===== config.mk =====
export PLATFORM = sky130hd
export DESIGN_NAME = axi_master128_flat
export DESIGN_NICKNAME = d
export VERILOG_FILES = /design/src/rtl/axi_master128_if.sv /design/src/rtl/axi_master128.sv /design/src/flat_wrapper.sv
export SDC_FILE = /design/constraint.sdc
export NUM_CORES = 1
export LEC_CHECK = 0
export CORE_AREA = 2 2 211 213
export CTS_BUF_LIST = sky130_fd_sc_hd__clkbuf_16
export DETAILED_ROUTE_END_ITERATION = 10
export DIE_AREA = 0 0 213 215
export GPL_ROUTABILITY_DRIVEN = 0
export GPL_TIMING_DRIVEN = 0
export PLACE_DENSITY = 0.43
export SETUP_SLACK_MARGIN = 0.05
export SYNTH_ARGS = -nofsm -noshare
export SYNTH_HDL_FRONTEND = slang
export SYNTH_SLANG_ARGS = --single-unit

===== constraint.sdc =====
create_clock -name pll_core_cpuclk -period 3 [get_ports pll_core_cpuclk]
set_input_delay 0.3 -clock pll_core_cpuclk [delete_from_list [all_inputs] [get_ports pll_core_cpuclk]]
set_output_delay 0.3 -clock pll_core_cpuclk [all_outputs]
set_load 0.02 [all_outputs]

===== src/rtl/axi_master128_if.sv =====
// AXI3-style 128-bit channel bundle between the axi_master128 traffic generator and a memory slave.
interface axi_master128_if #(
  parameter int ADDR_WIDTH = 40
);
  logic [ADDR_WIDTH-1:0] araddr_m0;
  logic [7:0]            arid_m0;
  logic [7:0]            arlen_m0;
  logic [2:0]            arsize_m0;
  logic [1:0]            arburst_m0;
  logic                  arvalid_m0;
  logic                  arready_m0;

  logic [ADDR_WIDTH-1:0] awaddr_m0;
  logic [7:0]            awid_m0;
  logic [7:0]            awlen_m0;
  logic [2:0]            awsize_m0;
  logic [1:0]            awburst_m0;
  logic                  awvalid_m0;
  logic                  awready_m0;

  logic [127:0]          wdata_m0;
  logic [15:0]           wstrb_m0;
  logic [7:0]            wid_m0;
  logic                  wlast_m0;
  logic                  wvalid_m0;
  logic                  wready_m0;

  logic [7:0]            bid_m0;
  logic [1:0]            bresp_m0;
  logic                  bvalid_m0;
  logic                  bready_m0;

  logic [127:0]          rdata_m0;
  logic [7:0]            rid_m0;
  logic [1:0]            rresp_m0;
  logic                  rlast_m0;
  logic                  rvalid_m0;
  logic                  rready_m0;

  modport master (
    output araddr_m0, arid_m0, arlen_m0, arsize_m0, arburst_m0, arvalid_m0,
    input  arready_m0,
    output awaddr_m0, awid_m0, awlen_m0, awsize_m0, awburst_m0, awvalid_m0,
    input  awready_m0,
    output wdata_m0, wstrb_m0, wid_m0, wlast_m0, wvalid_m0,
    input  wready_m0,
    input  bid_m0, bresp_m0, bvalid_m0,
    output bready_m0,
    input  rdata_m0, rid_m0, rresp_m0, rlast_m0, rvalid_m0,
    output rready_m0
  );

  modport slave (
    input  araddr_m0, arid_m0, arlen_m0, arsize_m0, arburst_m0, arvalid_m0,
    output arready_m0,
    input  awaddr_m0, awid_m0, awlen_m0, awsize_m0, awburst_m0, awvalid_m0,
    output awready_m0,
    input  wdata_m0, wstrb_m0, wid_m0, wlast_m0, wvalid_m0,
    output wready_m0,
    output bid_m0, bresp_m0, bvalid_m0,
    input  bready_m0,
    output rdata_m0, rid_m0, rresp_m0, rlast_m0, rvalid_m0,
    input  rready_m0
  );
endinterface


===== src/rtl/axi_master128.sv =====
// 128-bit AXI traffic generator: one INCR burst per command, pattern write data, sticky error report.
// Define AXI_MASTER_RDCHK_EN to compare every read beat against the expected pattern.
module axi_master128 #(
  parameter int          ADDR_WIDTH = 40,
  parameter logic [31:0] PAT_STEP   = 32'h1
) (
  input  logic                  pll_core_cpuclk,
  input  logic                  pad_cpu_rst,
  input  logic                  cmd_valid,
  output logic                  cmd_ready,
  input  logic                  cmd_write,
  input  logic [ADDR_WIDTH-1:0] cmd_addr,
  input  logic [7:0]            cmd_len,
  input  logic [7:0]            cmd_id,
  input  logic [31:0]           cmd_seed,
  output logic                  done_valid,
  output logic                  done_error,
  output logic [7:0]            done_id,
  axi_master128_if.master       axi
);

  typedef enum logic [2:0] {
    ST_IDLE, ST_AR, ST_RDATA, ST_AW, ST_WDATA, ST_BRESP, ST_DONE
  } state_e;

  state_e                state_q, state_d;
  logic [ADDR_WIDTH-1:0] addr_q, addr_d;
  logic [7:0]            len_q, len_d;
  logic [7:0]            id_q, id_d;
  logic [7:0]            beat_q, beat_d;
  logic [31:0]           pat_q, pat_d;
  logic                  err_q, err_d;

  logic last_beat;
  logic data_err;
  logic rd_err;

  assign last_beat = (beat_q == len_q);

`ifdef AXI_MASTER_RDCHK_EN
  assign data_err = (axi.rdata_m0 != {4{pat_q}});
`else
  assign data_err = 1'b0;
`endif

  assign rd_err = (axi.rresp_m0 != 2'b00) || (axi.rid_m0 != id_q) ||
                  (axi.rlast_m0 != last_beat) || data_err;

  always_comb begin
    // NOTE: every variable gets a default first so no path leaves it unassigned (no latches).
    state_d = state_q;
    addr_d  = addr_q;
    len_d   = len_q;
    id_d    = id_q;
    beat_d  = beat_q;
    pat_d   = pat_q;
    err_d   = err_q;
    unique case (state_q)
      ST_IDLE: begin
        if (cmd_valid) begin
          addr_d  = cmd_addr;
          len_d   = cmd_len;
          id_d    = cmd_id;
          pat_d   = cmd_seed;
          beat_d  = 8'd0;
          err_d   = 1'b0;
          state_d = cmd_write ? ST_AW : ST_AR;
        end
      end
      ST_AR:    if (axi.arready_m0) state_d = ST_RDATA;
      ST_RDATA: begin
        if (axi.rvalid_m0) begin
          beat_d = beat_q + 8'd1;
          pat_d  = pat_q + PAT_STEP;
          err_d  = err_q | rd_err;
          if (last_beat) state_d = ST_DONE;
        end
      end
      ST_AW:    if (axi.awready_m0) state_d = ST_WDATA;
      ST_WDATA: begin
        if (axi.wready_m0) begin
          beat_d = beat_q + 8'd1;
          pat_d  = pat_q + PAT_STEP;
          if (last_beat) state_d = ST_BRESP;
        end
      end
      ST_BRESP: begin
        if (axi.bvalid_m0) begin
          err_d   = err_q | (axi.bresp_m0 != 2'b00) | (axi.bid_m0 != id_q);
          state_d = ST_DONE;
        end
      end
      ST_DONE:  state_d = ST_IDLE;
      default:  state_d = ST_IDLE;
    endcase
  end

  // Command fields are reset too, so the AXI address/id outputs start at known zeros.
  always_ff @(posedge pll_core_cpuclk) begin
    if (pad_cpu_rst) begin
      state_q <= ST_IDLE;
      addr_q  <= '0;
      len_q   <= 8'd0;
      id_q    <= 8'd0;
      beat_q  <= 8'd0;
      pat_q   <= 32'd0;
      err_q   <= 1'b0;
    end else begin
      // NOTE: non-blocking assignments so every flop samples pre-edge values.
      state_q <= state_d;
      addr_q  <= addr_d;
      len_q   <= len_d;
      id_q    <= id_d;
      beat_q  <= beat_d;
      pat_q   <= pat_d;
      err_q   <= err_d;
    end
  end

  assign cmd_ready  = (state_q == ST_IDLE);
  assign done_valid = (state_q == ST_DONE);
  assign done_error = (state_q == ST_DONE) && err_q;
  assign done_id    = (state_q == ST_DONE) ? id_q : 8'd0;

  assign axi.araddr_m0  = addr_q;
  assign axi.arid_m0    = id_q;
  assign axi.arlen_m0   = len_q;
  assign axi.arsize_m0  = 3'b100;
  assign axi.arburst_m0 = 2'b01;
  assign axi.arvalid_m0 = (state_q == ST_AR);
  assign axi.rready_m0  = (state_q == ST_RDATA);

  assign axi.awaddr_m0  = addr_q;
  assign axi.awid_m0    = id_q;
  assign axi.awlen_m0   = len_q;
  assign axi.awsize_m0  = 3'b100;
  assign axi.awburst_m0 = 2'b01;
  assign axi.awvalid_m0 = (state_q == ST_AW);

  assign axi.wdata_m0   = {4{pat_q}};
  assign axi.wstrb_m0   = 16'hffff;
  assign axi.wid_m0     = id_q;
  assign axi.wlast_m0   = (state_q == ST_WDATA) && last_beat;
  assign axi.wvalid_m0  = (state_q == ST_WDATA);
  assign axi.bready_m0  = (state_q == ST_BRESP);

endmodule


===== src/flat_wrapper.sv =====
// flat-port wrapper written by rule: the top's interface ports become plain ports
module axi_master128_flat 
#(
  parameter int          ADDR_WIDTH = 40,
  parameter logic [31:0] PAT_STEP   = 32'h1
)
  (pll_core_cpuclk, pad_cpu_rst, cmd_valid, cmd_ready, cmd_write, cmd_addr, cmd_len, cmd_id, cmd_seed, done_valid, done_error, done_id, axi_araddr_m0, axi_arid_m0, axi_arlen_m0, axi_arsize_m0, axi_arburst_m0, axi_arvalid_m0, axi_arready_m0, axi_awaddr_m0, axi_awid_m0, axi_awlen_m0, axi_awsize_m0, axi_awburst_m0, axi_awvalid_m0, axi_awready_m0, axi_wdata_m0, axi_wstrb_m0, axi_wid_m0, axi_wlast_m0, axi_wvalid_m0, axi_wready_m0, axi_bid_m0, axi_bresp_m0, axi_bvalid_m0, axi_bready_m0, axi_rdata_m0, axi_rid_m0, axi_rresp_m0, axi_rlast_m0, axi_rvalid_m0, axi_rready_m0);
  axi_master128_if #(.ADDR_WIDTH(ADDR_WIDTH)) axi_i ();
  input  logic pll_core_cpuclk;
  input  logic pad_cpu_rst;
  input  logic cmd_valid;
  output logic cmd_ready;
  input  logic cmd_write;
  input  logic [ADDR_WIDTH-1:0] cmd_addr;
  input  logic [7:0] cmd_len;
  input  logic [7:0] cmd_id;
  input  logic [31:0] cmd_seed;
  output logic done_valid;
  output logic done_error;
  output logic [7:0] done_id;
  output wire logic [$bits(axi_i.araddr_m0)-1:0] axi_araddr_m0;
  output wire logic [$bits(axi_i.arid_m0)-1:0] axi_arid_m0;
  output wire logic [$bits(axi_i.arlen_m0)-1:0] axi_arlen_m0;
  output wire logic [$bits(axi_i.arsize_m0)-1:0] axi_arsize_m0;
  output wire logic [$bits(axi_i.arburst_m0)-1:0] axi_arburst_m0;
  output wire logic [$bits(axi_i.arvalid_m0)-1:0] axi_arvalid_m0;
  input wire logic [$bits(axi_i.arready_m0)-1:0] axi_arready_m0;
  output wire logic [$bits(axi_i.awaddr_m0)-1:0] axi_awaddr_m0;
  output wire logic [$bits(axi_i.awid_m0)-1:0] axi_awid_m0;
  output wire logic [$bits(axi_i.awlen_m0)-1:0] axi_awlen_m0;
  output wire logic [$bits(axi_i.awsize_m0)-1:0] axi_awsize_m0;
  output wire logic [$bits(axi_i.awburst_m0)-1:0] axi_awburst_m0;
  output wire logic [$bits(axi_i.awvalid_m0)-1:0] axi_awvalid_m0;
  input wire logic [$bits(axi_i.awready_m0)-1:0] axi_awready_m0;
  output wire logic [$bits(axi_i.wdata_m0)-1:0] axi_wdata_m0;
  output wire logic [$bits(axi_i.wstrb_m0)-1:0] axi_wstrb_m0;
  output wire logic [$bits(axi_i.wid_m0)-1:0] axi_wid_m0;
  output wire logic [$bits(axi_i.wlast_m0)-1:0] axi_wlast_m0;
  output wire logic [$bits(axi_i.wvalid_m0)-1:0] axi_wvalid_m0;
  input wire logic [$bits(axi_i.wready_m0)-1:0] axi_wready_m0;
  input wire logic [$bits(axi_i.bid_m0)-1:0] axi_bid_m0;
  input wire logic [$bits(axi_i.bresp_m0)-1:0] axi_bresp_m0;
  input wire logic [$bits(axi_i.bvalid_m0)-1:0] axi_bvalid_m0;
  output wire logic [$bits(axi_i.bready_m0)-1:0] axi_bready_m0;
  input wire logic [$bits(axi_i.rdata_m0)-1:0] axi_rdata_m0;
  input wire logic [$bits(axi_i.rid_m0)-1:0] axi_rid_m0;
  input wire logic [$bits(axi_i.rresp_m0)-1:0] axi_rresp_m0;
  input wire logic [$bits(axi_i.rlast_m0)-1:0] axi_rlast_m0;
  input wire logic [$bits(axi_i.rvalid_m0)-1:0] axi_rvalid_m0;
  output wire logic [$bits(axi_i.rready_m0)-1:0] axi_rready_m0;
  assign axi_araddr_m0 = axi_i.araddr_m0;
  assign axi_arid_m0 = axi_i.arid_m0;
  assign axi_arlen_m0 = axi_i.arlen_m0;
  assign axi_arsize_m0 = axi_i.arsize_m0;
  assign axi_arburst_m0 = axi_i.arburst_m0;
  assign axi_arvalid_m0 = axi_i.arvalid_m0;
  assign axi_i.arready_m0 = axi_arready_m0;
  assign axi_awaddr_m0 = axi_i.awaddr_m0;
  assign axi_awid_m0 = axi_i.awid_m0;
  assign axi_awlen_m0 = axi_i.awlen_m0;
  assign axi_awsize_m0 = axi_i.awsize_m0;
  assign axi_awburst_m0 = axi_i.awburst_m0;
  assign axi_awvalid_m0 = axi_i.awvalid_m0;
  assign axi_i.awready_m0 = axi_awready_m0;
  assign axi_wdata_m0 = axi_i.wdata_m0;
  assign axi_wstrb_m0 = axi_i.wstrb_m0;
  assign axi_wid_m0 = axi_i.wid_m0;
  assign axi_wlast_m0 = axi_i.wlast_m0;
  assign axi_wvalid_m0 = axi_i.wvalid_m0;
  assign axi_i.wready_m0 = axi_wready_m0;
  assign axi_i.bid_m0 = axi_bid_m0;
  assign axi_i.bresp_m0 = axi_bresp_m0;
  assign axi_i.bvalid_m0 = axi_bvalid_m0;
  assign axi_bready_m0 = axi_i.bready_m0;
  assign axi_i.rdata_m0 = axi_rdata_m0;
  assign axi_i.rid_m0 = axi_rid_m0;
  assign axi_i.rresp_m0 = axi_rresp_m0;
  assign axi_i.rlast_m0 = axi_rlast_m0;
  assign axi_i.rvalid_m0 = axi_rvalid_m0;
  assign axi_rready_m0 = axi_i.rready_m0;
  axi_master128 #(.ADDR_WIDTH(ADDR_WIDTH), .PAT_STEP(PAT_STEP)) u_core (.pll_core_cpuclk(pll_core_cpuclk), .pad_cpu_rst(pad_cpu_rst), .cmd_valid(cmd_valid), .cmd_ready(cmd_ready), .cmd_write(cmd_write), .cmd_addr(cmd_addr), .cmd_len(cmd_len), .cmd_id(cmd_id), .cmd_seed(cmd_seed), .done_valid(done_valid), .done_error(done_error), .done_id(done_id), .axi(axi_i));
endmodule

* Word-level counts from Yosys, hierarchy flattened *
Index checks and enable logic that the tools add are counted.

storage, ports and cells
  bits in registers = 100

operators by class
  muxes and demuxes = 23
  reductions and logical operators = 13
  $add $sub $neg = 2
  bitwise logic cells = 3
  equal/unequal tests = 18

operators with widths
  cell                                                 number
  two-way mux 32 bit                                   3
  one-hot mux 32 bit (3 select lines)                  1
  adder 32 x 1 -> 32 bit, second input constant        1
  two-way mux 8 bit                                    4
  two-way mux 3 bit                                    8
  one-hot mux 8 bit (3 select lines)                   1
  one-hot mux 3 bit (6 select lines)                   1
  != test 8 bit                                        2
  != test 2 x 1 -> 1 bit, second input constant        5
  equality test 3 bit, second input constant           3
  adder 8 x 1 -> 8 bit, second input constant          1
  equality test 8 bit                                  1
  AND reduction 4 bit                                  2
  AND reduction 8 bit                                  1
  equality test 3 x 2 -> 1 bit, second input constant  2
  != test 2 bit, second input constant                 3
  nonzero test 3 bit                                   2
  nonzero test 2 bit                                   2
  equality test 3 x 1 -> 1 bit, second input constant  1
  zero test 3 bit                                      1
  two-way mux 1 bit                                    3
  OR 1 bit                                             3
  one-hot mux 1 bit (3 select lines)                   1
  logical AND 1 bit                                    2
  other kinds (4)                                      5

* Depth between registers and ports, before layout *
Gate-level depths: netlist of run 1.

  depth in word-level cells = 6
  gate-level depth with buffers = 8

* Worst setup path after synthesis of run 1 *
OpenSTA, ideal clock, no wires.

  path type = reg-to-reg
  from = register u_core.pat_q[0]
  to = register u_core.pat_q[22]
  arrival time = 1,904 ps
  library setup time = 122 ps
  buffers on the path = 0
  stages on the path, launching flop included = 6
  period minus slack after synthesis = 2,026 ps
  setup slack = 974 ps
  cell sequence = dfxtp_1 ha_1 and3_1 nand4_1 or3_1 a311o_1

on the way
  longest elaborated chain between the ends = 3
  elaborated cells between the ends (all ways) = 4

RTL lines
  what                                          line                                      text
  from (decl)                                   axi_master128.sv:31                       logic [31:0] pat_q, pat_d;
  from (signal assigned)                        axi_master128.sv:115                      pat_q <= pat_d;
  adder 32 x 1 -> 32 bit (*)                    axi_master128.sv:74, axi_master128.sv:83
  two-way mux 32 bit, on equally long branches  axi_master128.sv:81, axi_master128.sv:72
  one-hot mux 32 bit (3 select lines) (*)       axi_master128.sv:58                       unique case (state_q)

Every way passes the cells marked *; elsewhere a longest branch is shown, timed or not. The select of a mux whose other input is x is not followed.
A chain may end at the register's enable or synchronous reset.

* Worst setup path after layout of run 1 *
  from = register u_core.beat_q[3]
  to = output axi_wlast_m0

on the way
  longest elaborated chain between the ends = 2

RTL lines
  what                    line                  text
  from (decl)             axi_master128.sv:30   logic [7:0] beat_q, beat_d;
  from (signal assigned)  axi_master128.sv:114  beat_q <= beat_d;
  equality test 8 bit     axi_master128.sv:38   assign last_beat = (beat_q == len_q);
  logical AND 1 bit       axi_master128.sv:143  assign axi.wlast_m0 = (state_q == ST_WDATA) && last_beat;
  to (decl)               flat_wrapper.sv:38    output wire logic [$bits(axi_i.wlast_m0)-1:0] axi_wlast_m0;

Every way passes these cells.

==> impl_metrics.toml, run 1 <==
[die]
start_util = 0.147
dieArea_um2 = 45800
fp-row-count = 77
coreArea_um2 = 43600
die_y_um = 215
io-pin-count = 537
fp.dieW_um = 213

[cts]
htree_levels = 3
cts_root_buf = "clkbuf_16"
ctsHoldBuffers = 0
cts.clk_slew.worst_paths_ns = 0.08
cts.path.max_buffers = 2
clk_latency_ns = 0.39
cts.sink_count = 100
cts_buffers = 9
post-cts-setup-buffers = 0
cts_tree = "done"

[critical_path]
cp_top_family = "simple AND/OR/NAND/NOR gates"
max_stage_delay_ns = 0.67
critPathKind = "reg -> out"
critical_path.max_fanout = 6
worst_setup_path_end_kind = "output pin"
reg2reg_depth = 6
cp.arrival_ns = 2.54
cp-start-kind = "register"
worstPathRequired_ns = 2.70
worstPathBufferInverterCount = 1
critical-path-slowest-cell = "clkdlybuf4s50_1"
path_cells = "xnor2_1 -> nand4_1 -> or2_2 -> nor3_1 -> clkdlybuf4s50_1"
cp.depth = 5

[synth]
synth_top_family_by_area = "buffers and inverters"
syn_avg_cell_area_um2 = 7.56
synth_area_um2 = 6400
synthCells = 847
synth_xor_area_frac = 0.0465
synth_compound_area_frac = 0.145
ys_seq_area_frac = 0.313
async_flop_share = 0
yosys.cell_types.count = 59
yosysWarnings = 0
synth_fa_ha_area_frac = 0.00391
ys_ff_latch = 100
synth-simple-area-share = 0.233
synthFlopType = "dfxtp_1"
synth_edf_count = 0
synth.mux.area_fraction = 0.00821

[layout]
area_delta_synth_final_pct = 77.5
nets = 1511
final_layout_size_suffix_gt1_frac = 0.178
layout_common_cells = "clkdlybuf4s50_1, buf_4, nand2_1, dfxtp_1, a21oi_1"
fillCellCount = 4835
register_area_um2 = 2000
fin_util = 0.260
layout_commonest_cell = "clkdlybuf4s50_1"
multiInputGateArea_um2 = 2890

[drt]
vias = 7123
wl_per_cell_um = 17.2
drc = 0
drt_wl_total_mm = 32.1
viasPerCell = 3.82
firstDrtPassIters = 4
drt_iter0_markers = 265
ant_nets = 0

[sta]
grt_setup_unrepaired = "false"
setup_viol = 0
period_share = 0.945
period_needed_ns = 2.84
worstMarginPinSlew_ns = 0.993
final.setup.tns_ns = 0
finalMaxSlewViolations = 0
fin_worst_skew_ns = 0.0145
hold_viol_final = 0
relSlewSlack = 0.338
fmax_mhz = 353
timing.hold.ws_ns = 0.453

[status]
status = "complete, no violations"

[placement]
place_hpwl_mm = 25.4
io_buffers = 381

[global_route]
grt_overflow = 0
grt_usage = 0.136
grt_max_degree = 20
top_usage_layer = "met2"
use_met2 = 0.220
gr-usage-met1 = 0.171
grt_pass1_vias = 6661
antenna_found_initial = 9
grt_pass1_wl_mm = 45.4
use_met3 = 0.0416

[power]
peakVddDrop_uv = 304
p_leak_nw = 4.26
p_per_area_nw_per_um2 = 802

[flow_run]
maxCapViolations = 0

[worst_hold_path]
worstHoldPathType = "in -> reg"
hold_depth = 3
tightest hold or removal path: cells and delay by family:
kind | cells | cell delay, ns
compound gates | 1 | 0.05
buf+inv | 1 | 0.39
simple gates | 1 | 0.05
sequential cells by signal (all words and copies together) (netlist names):
register and flops:
u_core.axi.araddr_m0 40, u_core.axi.arid_m0 8, u_core.axi.arlen_m0 8, u_core.beat_q 8
u_core.err_q 1, u_core.pat_q 32, u_core.state_q 3
stage by stage:
stage | instances | instance area [µm²] | setup slack [ns] | power (mW)
floorplan | 871 | 6490 | 0.974 | 5.22
global placement | 1844 | 11000 | -0.318 | 7.95
detailed placement | 1844 | 11000 | -0.276 | 7.96
CTS | 1860 | 11300 | 0.0809 | 9.26
global route | 1861 | 11400 | 0.0543 | 9.66
finish | 1864 | 11400 | 0.164 | 9.11
cells in the mapped netlist, types with 3 or more instances:
cell type / n / share of area
a211oi_1: 4 / 0.0047
a21o_1: 5 / 0.0059
a21oi_1: 83 / 0.065
a22oi_1: 7 / 0.0082
a31o_2: 3 / 0.0041
a31oi_1: 13 / 0.013
and2_1: 16 / 0.016
and3_1: 6 / 0.0059
and4_1: 4 / 0.0055
buf_1: 6 / 0.0035
buf_2: 9 / 0.0070
buf_4: 187 / 0.22
clkbuf_1: 31 / 0.018
dfxtp_1: 100 / 0.31
inv_1: 3 / 0.0018
mux2i_1: 3 / 0.0047
nand2_1: 153 / 0.090
nand2b_1: 3 / 0.0029
nand3_1: 21 / 0.016
nand4_1: 18 / 0.018
nand4b_1: 3 / 0.0041
nor2_1: 35 / 0.021
nor3_1: 18 / 0.014
nor4_1: 10 / 0.0098
nor4b_1: 3 / 0.0041
o21ai_0: 15 / 0.012
o311ai_0: 4 / 0.0055
or3_1: 4 / 0.0039
or4_1: 8 / 0.0094
xnor2_1: 24 / 0.033
xor2_1: 10 / 0.014
path summary, 6_finish.rpt:
| kind | from | to | slack (ns) |
|---|---|---|---|
| worst max register to register | u_core.pat_q[1] | u_core.pat_q[30] | 0.35 |
| worst min-delay path | cmd_addr[29] | u_core.axi.araddr_m0[29] | 0.45 |
| worst max-delay path | u_core.beat_q[3] | axi_wlast_m0 | 0.16 |
| worst min register to register | u_core.axi.araddr_m0[23] | u_core.axi.araddr_m0[23] | 0.48 |
repair_timing:
action                                 in CTS  in global routing
gates resized for setup                     2                  2
setup endpoints to repair                   1                  9
endpoints found under the hold margin       0                  0
layer usage:
layer / part of all wire / routed length, µm / vias up
li1: - / - / 3527
met1: 0.43 / 13900 / 3275
met4: 0.022 / 716 / 8
met2: 0.46 / 14800 / 272
met5: 0.0017 / 54 / -
met3: 0.081 / 2620 / 41
logic make-up (layout without fill, tap and decap cells):
| group | Yosys count | count (layout) |
|---|---|---|
| DFF | 100 | 100 |
| other | 2 | 30 |
| and+or+nand+nor | 314 | 314 |
| muxes | 5 | 5 |
| adders and majority gates | 2 | 2 |
| buffers and inverters | 236 | 633 |
| AOI/OAI and AO/OA | 154 | 154 |
| xor gates and xnor gates | 34 | 34 |
power by group:
| part | internal, mW | switching (mW) |
|---|---|---|
| registers | 1.63 | 0.558 |
| logic | 2.72 | 2.95 |
| clock network | 0.587 | 0.661 |
final cells by class:
| class | count | share of cell area |
|---|---|---|
| inverter | 3 | 0.000991 |
| clock inverter | 7 | 0.00617 |
| timing repair buffer | 381 | 0.336 |
| clock buffer | 9 | 0.0198 |
| sequential | 100 | 0.176 |
| antenna | 4 | 0.000881 |
| multi-input combinational | 535 | 0.254 |
| buffer | 233 | 0.141 |
| tap | 592 | 0.0652 |
No activity file was read; power rests on OpenSTA's default activity.
==> run 2, diff against run 1 <==
- PLACE_DENSITY: 0.43 -> default
- PLACE_DENSITY_LB_ADDON: default -> 0.15
==> run 2 against run 1 <==
Register-to-register slack worse by 0.07 ns. Power down 0.99%. Worst hold slack better by 0.021 ns. Fmax up 2.2%. First-iteration DRC count up 20%. Clock power about the same. Non-clock buffer count unchanged. Critical path type unchanged.
==> impl_metrics.toml, run 2 (same netlist as run 1, synthesis figures left out) <==
[sta]
timing.hold.ws_ns = 0.473
period_share = 0.925
fin_worst_skew_ns = 0.0107
fmax_mhz = 361
hold_viol_final = 0
finalMaxSlewViolations = 0
relSlewSlack = 0.391
worstMarginPinSlew_ns = 0.913
period_needed_ns = 2.77
setup_viol = 0
fin_ws_ns = 0.226
final.setup.tns_ns = 0
grt_setup_unrepaired = "false"

[layout]
finalInstanceArea_um2 = 11300
layout_common_cells = "clkdlybuf4s50_1, buf_4, nand2_1, dfxtp_1, a21oi_1"
final_layout_size_suffix_gt1_frac = 0.174
fin_util = 0.260
largest_reg_flops = 40
stdcell_count = 1863
area_delta_synth_final_pct = 77.1
layout_commonest_cell = "clkdlybuf4s50_1"
nets = 1511

[cts]
cts_buffers = 9
cts.clk_slew.worst_paths_ns = 0.08
cts_root_buf = "clkbuf_16"
cts.path.max_buffers = 2
htree_levels = 3
clk_latency_ns = 0.37
post-cts-setup-buffers = 0
cts.sink_count = 100
cts_tree = "done"

[critical_path]
cp-start-kind = "register"
path_cells = "xnor2_1 -> nand4_1 -> or2_2 -> nor3_1 -> clkdlybuf4s50_1"
critPathKind = "reg -> out"
worstPathRequired_ns = 2.70
cp.arrival_ns = 2.47
max_stage_delay_ns = 0.70
critical-path-slowest-cell = "clkdlybuf4s50_1"
worst_setup_path_end_kind = "output pin"
critical_path.max_fanout = 4

[die]
fp.dieW_um = 213
start_util = 0.147
dieArea_um2 = 45800
die_y_um = 215
coreArea_um2 = 43600
io-pin-count = 537
fp-row-count = 77

[drt]
firstDrtPassIters = 5
vias = 7136
drc = 0
drt_iter0_markers = 318
viasPerCell = 3.83
ant_nets = 0
drt_wl_total_mm = 31.6
wl_per_cell_um = 17.0

[global_route]
grt_max_degree = 16
antenna_found_initial = 7
grt_usage = 0.135
grt_pass1_wl_mm = 45.1
grt_overflow = 0
grt_pass1_vias = 6759

[worst_hold_path]
worstHoldPathType = "in -> reg"

[placement]
place_ws_ns = -0.0247
placedCellCount = 1844
io_buffers = 381
post_dp_cell_area_um2 = 11000
place_hpwl_mm = 25.2

[power]
p_per_area_nw_per_um2 = 795
power_mw = 9.02
peakVddDrop_uv = 284
p_leak_nw = 4.25

[status]
status = "complete, no violations"

[flow_run]
maxCapViolations = 0
run 2: area by class of cell:
class | count | area (µm²)
clock inverters | 6 | 57.6
plain buffers | 233 | 1590
inverters | 3 | 11.3
repair buffers | 381 | 3810
flip-flops and latches | 100 | 2000
clock buffers | 9 | 225
fillers | 4801 | 32300
well taps | 592 | 741
diodes | 4 | 10.0
multi-input cells | 535 | 2890
run 2: worst paths after layout:
check / cells past startpoint / slack, ns / from / to
max reg2reg: 6 / 0.28 / u_core.state_q[0] / u_core.pat_q[3]
max: 5 / 0.23 / u_core.beat_q[0] / axi_wlast_m0
min: 3 / 0.47 / cmd_addr[23] / u_core.axi.araddr_m0[23]
min reg2reg: 2 / 0.48 / u_core.axi.araddr_m0[36] / u_core.axi.araddr_m0[36]
run 2: power breakdown:
part / switching, mW / total, mW / internal, mW
clock: 0.581 / 1.22 / 0.637
combinational: 2.90 / 5.61 / 2.72
sequential: 0.553 / 2.18 / 1.63
run 2: metal layers:
metal,share of wire,wire (µm),GRT usage,up-vias
met5,0.0018,56,0,-
met4,0.019,589,0.0445,8
met3,0.063,1990,0.0324,35
met2,0.46,14600,0.215,261
met1,0.46,14400,0.176,3320
li1,-,-,-,3512
run 2: critical path, delay by kind of cell (launching register included):
kind	cells	cell delay, ns
flip-flops	1	0.45
buffers and inverters	1	0.70
XOR/XNOR	1	0.15
AND/OR/NAND/NOR	3	0.80
run 2: timing repair:
item	in CTS	in global routing
hold buffers	0	0
resized for setup	0	2
endpoints found under the setup margin	0	9
